[src/rtl/gf180mcu_fd_sc_mcu7t5v0__sdffr_pipe.sv]
// ============================================================================
// Module      : gf180mcu_fd_sc_mcu7t5v0__sdffr_pipe
// Description : WIDTH x DEPTH scan register bank / retiming pipeline.
//               Functional mode: enable-gated parallel pipeline, D -> Q after
//               DEPTH enabled edges. Scan mode: the whole bank is one serial
//               chain SI -> stage[0][0] .. stage[DEPTH-1][WIDTH-1] -> SO.
//               Optional macro GF180MCU_SDFFR_PIPE_PARITY_EN adds a parity
//               bit per stage (scanned after that stage's data bits) and a
//               sticky QPERR output.
// Ports       : CLK   - clock, rising edge
//               RST   - asynchronous reset, active high
//               E     - functional advance enable
//               SE    - scan enable (overrides E)
//               SI    - scan serial input
//               D     - parallel data in  [WIDTH-1:0]
//               Q     - last-stage data   [WIDTH-1:0]
//               QPERR - sticky parity error (parity build only)
//               SO    - scan serial output
// Revision    : 1.0 - initial release
// ============================================================================
`default_nettype none

module gf180mcu_fd_sc_mcu7t5v0__sdffr_pipe #(
    parameter int WIDTH = 8,
    parameter int DEPTH = 2
) (
    input  logic             CLK,
    input  logic             RST,
    input  logic             E,
    input  logic             SE,
    input  logic             SI,
    input  logic [WIDTH-1:0] D,
    output logic [WIDTH-1:0] Q,
`ifdef GF180MCU_SDFFR_PIPE_PARITY_EN
    output logic             QPERR,
`endif
    output logic             SO
);

`ifdef GF180MCU_SDFFR_PIPE_PARITY_EN
    localparam int c_PAR = 1;
`else
    localparam int c_PAR = 0;
`endif
    // Each stage segment holds its data bits, then (optionally) its parity bit
    // at the top, so the flattened segment array is exactly the scan chain.
    localparam int c_SEG_W = WIDTH + c_PAR;
    localparam int c_N     = c_SEG_W * DEPTH;

    logic [DEPTH-1:0][c_SEG_W-1:0] seg_q;
    logic [DEPTH-1:0][c_SEG_W-1:0] seg_d;
    logic [c_N-1:0]                w_flat;
    logic [c_N-1:0]                w_shift;

    assign w_flat = seg_q;

    // Chain shift: every bit takes its lower-index neighbour, SI enters bit 0.
    generate
        if (c_N == 1) begin : g_chain_one
            assign w_shift = SI;
        end else begin : g_chain_many
            assign w_shift = {w_flat[c_N-2:0], SI};
        end
    endgenerate

    always_comb begin
        seg_d = seg_q;
        if (SE) begin
            seg_d = w_shift;
        end else if (E) begin
            seg_d[0][WIDTH-1:0] = D;
`ifdef GF180MCU_SDFFR_PIPE_PARITY_EN
            seg_d[0][WIDTH] = ^D;
`endif
            for (int k = 1; k < DEPTH; k++) begin
                seg_d[k] = seg_q[k-1];
            end
        end
    end

    always_ff @(posedge CLK or posedge RST) begin
        if (RST) begin
            seg_q <= '0;
        end else begin
            seg_q <= seg_d;
        end
    end

`ifdef GF180MCU_SDFFR_PIPE_PARITY_EN
    logic qperr_q;
    logic qperr_d;

    // The check uses the last stage as it stands before the advancing edge,
    // so a scan-injected mismatch is caught on the first functional advance.
    always_comb begin
        qperr_d = qperr_q;
        if (!SE && E &&
            ((^seg_q[DEPTH-1][WIDTH-1:0]) != seg_q[DEPTH-1][WIDTH])) begin
            qperr_d = 1'b1;
        end
    end

    always_ff @(posedge CLK or posedge RST) begin
        if (RST) begin
            qperr_q <= 1'b0;
        end else begin
            qperr_q <= qperr_d;
        end
    end

    assign QPERR = qperr_q;
`endif

    assign Q  = seg_q[DEPTH-1][WIDTH-1:0];
    assign SO = w_flat[c_N-1];

endmodule

`default_nettype wire

[config.mk]
export PLATFORM = sky130hd
export DESIGN_NAME = gf180mcu_fd_sc_mcu7t5v0__sdffr_pipe
export DESIGN_NICKNAME = d
export VERILOG_FILES = /design/src/rtl/gf180mcu_fd_sc_mcu7t5v0__sdffr_pipe.sv
export SDC_FILE = /design/constraint.sdc
export NUM_CORES = 1
export LEC_CHECK = 0
export ABC_AREA = 1
export BUFFER_PORTS_ARGS = -buffer_cell sky130_fd_sc_hd__buf_2
export CAP_MARGIN = 20
export CORE_MARGIN = 10
export CORE_UTILIZATION = 40
export DETAILED_ROUTE_END_ITERATION = 10
export MAX_ROUTING_LAYER = met4
export SYNTH_ARGS = -nofsm -noshare
export SYNTH_HDL_FRONTEND = slang
export SYNTH_SLANG_ARGS = --single-unit
[constraint.sdc]
create_clock -name CLK -period 0.8 [get_ports CLK]
set_input_delay 0.08 -clock CLK [delete_from_list [all_inputs] [get_ports CLK]]
set_output_delay 0.08 -clock CLK [all_outputs]
set_load 0.02 [all_outputs]
==> results of run 1 <==
==> power by group through the flow <==
| stage | Clock, mW | Sequential (mW) | Combinational [mW] |
|---|---|---|---|
| floorplan | 0 | 1.00 | 0.410 |
| global placement | 0 | 1.01 | 0.472 |
| detailed placement | 0 | 1.01 | 0.477 |
| CTS | 0.436 | 0.992 | 0.613 |
| global route | 0.462 | 1.02 | 0.747 |
| finish | 0.424 | 1.01 | 0.667 |
==> sequential cells by signal (all words and copies together), names as in the netlist <==
register and count:
Q 8, seg_q 8
==> stage by stage <==
stage          area, sq um  power, mW  instances
4_1_cts               1090       2.04        178
6_report              1140       2.10        178
3_3_place_gp           970       1.48        168
3_5_place_dp           970       1.49        168
5_1_grt               1140       2.23        178
2_1_floorplan          905       1.41        127
==> layout by cell type (no fill, tap or decap) <==
master | netlist | final
nand3_1 | 2 | 2
inv_4 | 1 | 1
nor2_8 | 1 | 1
nand2_1 | 91 | 85
dlygate4sd3_1 | 0 | 1
inv_2 | 1 | 1
clkbuf_4 | 0 | 3
inv_1 | 1 | 1
buf_2 | 0 | 12
nand2_2 | 1 | 7
dfrtp_1 | 16 | 16
buf_6 | 4 | 15
buf_4 | 9 | 5
==> layer usage <==
metal	vias to the layer above	wire length, microns	global-route usage [%]
li1	416	-	-
met4	0	17	3.85
met1	355	881	12.1
met2	19	908	14.9
met5	-	0	-
met3	2	125	2.64
==> final cells by class <==
cell class                 count  area [sq um]  area share (%)
multi-input combinational     95           393            34.4
inverter                       3          13.8            1.21
clock buffer                   3          22.5            1.97
timing repair buffer          33           277            24.2
sequential                    16           400            35.1
tap                           28          35.0            3.07
==> worst max-delay path by stage <==
stage          slack (ps)  endpoint  start
6_report             -130        SO   Q[7]
2_1_floorplan          50      Q[3]     SE
4_1_cts              -130      Q[7]   Q[7]
3_3_place_gp           40      Q[1]     SE
3_5_place_dp           10  seg_q[5]     SE
5_1_grt              -160      Q[2]   Q[2]
==> what timing repair did <==
action / in CTS / in global routing
setup buffers: 6 / 0
endpoints found under the hold margin: 16 / 0
gates cloned: 0 / 0
endpoints found under the setup margin: 9 / 16
hold buffers: 1 / 0
pin swaps: 0 / 10
gates resized for setup: 13 / 17
==> cell families (layout without fill, tap and decap cells) <==
| family | after synthesis | after routing | synth area share [%] |
|---|---|---|---|
| buffers and inverters | 16 | 39 | 14.0 |
| DFF | 16 | 16 | 44.3 |
| and+or+nand+nor | 95 | 95 | 41.8 |
==> flow_summary.ini, run 1 <==
[status]
status = complete, but fails checks
violations = setup timing

[sta]
holdWs_ps = 20.1
setup_slack_ps = -125
hold_viol_final = 0
setup_tns_ps = -1100
fmax_mhz = 1080
fin_crit_ps = 925
rsz0062_at_grt = yes
relSlewSlack_pct = 83.0
slew_viol_final = 0
setup-violations-final = 14
skew_ps = 4.16
fin_crit_sh_pct = 116
worst_pin_slew_ps = 255

[power]
p_int_mw = 1.43
power_frac_clock_pct = 20.2
power_leakage_nw = 0.674
seqPwrFrac_pct = 48.0
p_comb_share_pct = 31.8
p_sw_mw = 0.671
p_sw_share_pct = 32.0
irDropWorstVdd_uv = 917
p_per_area_nw_per_um2 = 1840

[logic_synthesis]
synth_top_area_cell = dfrtp_1
yosysUniqueCellTypes = 10
yosysWarnings = 0
synth_top_area_share_pct = 44.3
synthArstFlopShare_pct = 100
synth-seq-cells = 16
synth_common_cells = 91 x nand2_1, 16 x dfrtp_1, 9 x buf_4, 4 x buf_6, 2 x nand3_1
synthTopCellsByArea = dfrtp_1 44%, nand2_1 38%, buf_4 7.5%, buf_6 5.0%, nor2_8 2.2%
syn-cell-area_sq_um = 905
synth.most_common_cell = nand2_1
syn-num-nets = 140
avgSynthCellArea_sq_um = 7.12
synth_flop_cell = dfrtp_1
synth_cells = 127
yosysSeqAreaShare_pct = 44.3
synth_edf_count = 0

[critical_path]
r2r_slack_ps = -40
cp-start-kind = flip-flop
required_ps = 720
crit_path_end_kind = output pin
arrival_ps = 850
cp.depth = 1
r2r_start = Q[1]
timing.critical_path.buf_inv = 1
path_class = flip-flop to output pin
cpLargestDelayFamily = flip-flops
rr_endpoint = Q[2]
path_cells = buf_6
cp_max_fo = 3
slowest_stage = dfrtp_1
reg2reg_depth = 5
cpPeakStageDelay_ps = 420

[placed_design]
gp_congestion = 0.757
dp_slack_ps = 10.7
dp_hpwl_mm = 1.37
io_buffer_count = 21

[cts]
root_buffer = clkbuf_4
worst_skew_pair.late_latency_ps = 280
cts_max_level = 1
numCtsBuffers = 3
cts.sinks = 16
tritoncts = done
clkSlewWorstSetupHoldPaths_ps = 90
cts_max_path_buffers = 2

[route]
drt-vias-per-instance = 4.45
drtIter0Drc = 11
ant_nets = 0
first_pass_iters = 4
drcViolationCount = 0
routed_wl_mm = 1.93
wl_per_cell_microns = 10.9
routed-via-count = 792

[hold_path]
min_path_cells = 3
min_path_type = input pin to flip-flop
hold_path_end = seg_q[0]
hp-start = SI

[floorplan]
core_sq_um = 2190
pin_count = 22
rows = 17
die-area_sq_um = 4560
die_h_microns = 67.6
initial_core_util_pct = 41.3
fp.dieW_microns = 67.6

[global_route]
grt_max_degree = 17
groute.usage.overall_pct = 9.83
antenna_found_initial = 0
grt_pass1_wl_mm = 3.44
first_global_vias = 787
grt_overflow = 0

[layout]
fill_cells = 231
final_util_pct = 52.1
nets = 165
n_antenna_cell = 0
area_delta_synth_final_pct = 26.1
drive_above_1_share_pct = 30.0

[job]
cap_violations = 0
No activity file was read; power rests on OpenSTA's default activity.
==> run 2: changes to the inputs <==
--- a/config.mk
+++ b/config.mk
@@ -9,3 +9,2 @@
 export BUFFER_PORTS_ARGS = -buffer_cell sky130_fd_sc_hd__buf_2
-export CAP_MARGIN = 20
 export CORE_MARGIN = 10
==> constraint.sdc (replaced) <==
create_clock -name CLK -period 0.8 [get_ports CLK]
set_input_delay 0.04 -clock CLK [delete_from_list [all_inputs] [get_ports CLK]]
set_output_delay 0.04 -clock CLK [all_outputs]
set_load 0.02 [all_outputs]
==> run 2 against run 1 <==
Effect of this change:
- the flow still finishes with violations (setup timing)
- wire length increased by 0.57%
- clock skew fell by 1.3 ps
- non-clock buffer count up 2
- sequential power about the same
- clock-buffer cell count did not move
- setup slack improved by 53 ps
- combinational power barely moved
- final cell count is 1.1% higher
- global-route usage increased by 0.11 points
- clock power fell by 3%
- largest power group unchanged
- highest routed layer unchanged
==> flow_summary.ini, run 2 (synthesis results as in run 1) <==
[critical_path]
r2r_slack_ps = -60
required_ps = 760
cp-start-kind = flip-flop
crit_path_end_kind = output pin
slowest_stage = dfrtp_1
cp_max_fo = 2
cpPeakStageDelay_ps = 410
timing.critical_path.buf_inv = 1
path_class = flip-flop to output pin
path_cells = buf_6
cpLargestDelayFamily = flip-flops
arrival_ps = 830

[cts]
cts_max_level = 1
numCtsBuffers = 3
cts_max_path_buffers = 2
clkSlewWorstSetupHoldPaths_ps = 90
cts.sinks = 16
worst_skew_pair.late_latency_ps = 280
root_buffer = clkbuf_4
tritoncts = done

[layout]
layout_common_cells = 85 x nand2_1, 16 x dfrtp_1, 14 x buf_2, 13 x buf_6, 7 x nand2_2
area_delta_synth_final_pct = 26.7
n_antenna_cell = 0
fin_area_sq_um = 1150
fin_cells = 180
nets = 167
layout_commonest_cell = nand2_1
drive_above_1_share_pct = 30.3
fill_cells = 233

[sta]
holdWs_ps = 8.55
slew_viol_final = 0
setup_slack_ps = -72.0
fin_crit_sh_pct = 109
setup-violations-final = 16
worst_pin_slew_ps = 248
fin_crit_ps = 872
skew_ps = 2.85
relSlewSlack_pct = 83.4
rsz0062_at_grt = yes
fmax_mhz = 1150
hold_viol_final = 0

[route]
ant_nets = 0
wl_per_cell_microns = 10.8
first_pass_iters = 4
drcViolationCount = 0
drt-vias-per-instance = 4.46
routed_wl_mm = 1.94
drtIter0Drc = 22
routed-via-count = 802

[status]
violations = setup timing
status = complete, but fails checks

[global_route]
antenna_found_initial = 0
first_global_vias = 824
grt_overflow = 0
groute.usage.overall_pct = 9.94
grt_pass1_wl_mm = 3.38
grt_max_degree = 17

[placed_design]
io_buffer_count = 21
gp_congestion = 0.781
place_inst = 168
dpl_cell_area_sq_um = 970
dp_hpwl_mm = 1.42
dp_slack_ps = 64.9

[hold_path]
min_path_type = input pin to flip-flop

[power]
p_per_area_nw_per_um2 = 1820
total_power_mw = 2.08
power_leakage_nw = 0.681
irDropWorstVdd_uv = 892

[floorplan]
rows = 17
die_h_microns = 67.6
pin_count = 22
core_sq_um = 2190
fp.dieW_microns = 67.6
initial_core_util_pct = 41.3
die-area_sq_um = 4560

[job]
cap_violations = 0
run 2: cell types whose count changed in the layout (fill, tap and decap cells not counted), sizes merged:
cell	before	now
dlygate4sd3	1	2
buf	32	33
run 2: worst paths after layout:
check                      from  depth (start not counted)  endpoint
max                        Q[2]                          1      Q[2]
min                        D[0]                          3  seg_q[0]
max reg2reg                Q[2]                          5      Q[3]
min reg2reg                Q[7]                          2      Q[7]
max in group asynchronous   RST                          4  seg_q[1]
min in group asynchronous   RST                          4      Q[4]
run 2: power by group:
group | leakage [nW] | total (mW) | switching (mW) | internal, mW
combinational | 0.466 | 0.669 | 0.338 | 0.331
sequential | 0.201 | 1.00 | 0.0865 | 0.915
clock | 0.0138 | 0.411 | 0.237 | 0.174
run 2: per-layer routing:
metal,global-route usage [%],up-vias,routed length [microns]
met1,11.5,361,935
met4,5.38,0,17
li1,-,420,-
met3,2.15,2,105
met2,15.7,19,885
met5,-,-,0
run 2: repair_timing:
| item | in CTS | in global routing |
|---|---|---|
| pin swaps | 0 | 12 |
| endpoints found under the hold margin | 17 | 0 |
| resized for setup | 14 | 12 |
| setup endpoints to repair | 9 | 18 |
| hold buffers | 2 | 0 |
| gates cloned | 0 | 0 |
| buffers inserted | 7 | 0 |
run 2: cell type report:
cell class | instances | area [sq um] | area share, %
timing repair buffer | 35 | 282 | 24.6
tap | 28 | 35.0 | 3.06
multi-input combinational | 95 | 393 | 34.3
sequential | 16 | 400 | 34.9
clock buffer | 3 | 22.5 | 1.97
inverter | 3 | 13.8 | 1.20
run 2: worst register-to-register path, delay by kind of cell (launching register included):
family,cells,cell delay [ps]
simple gates,4,210
buf+inv,1,150
flops,1,410
run 2: stage by stage:
step	utilization, %	setup TNS, ps
after floorplan	-	0
after global placement	44.3	0
after detailed placement	44.3	0
after CTS	50.6	-873
after global routing	52.3	-1420
final	52.3	-718
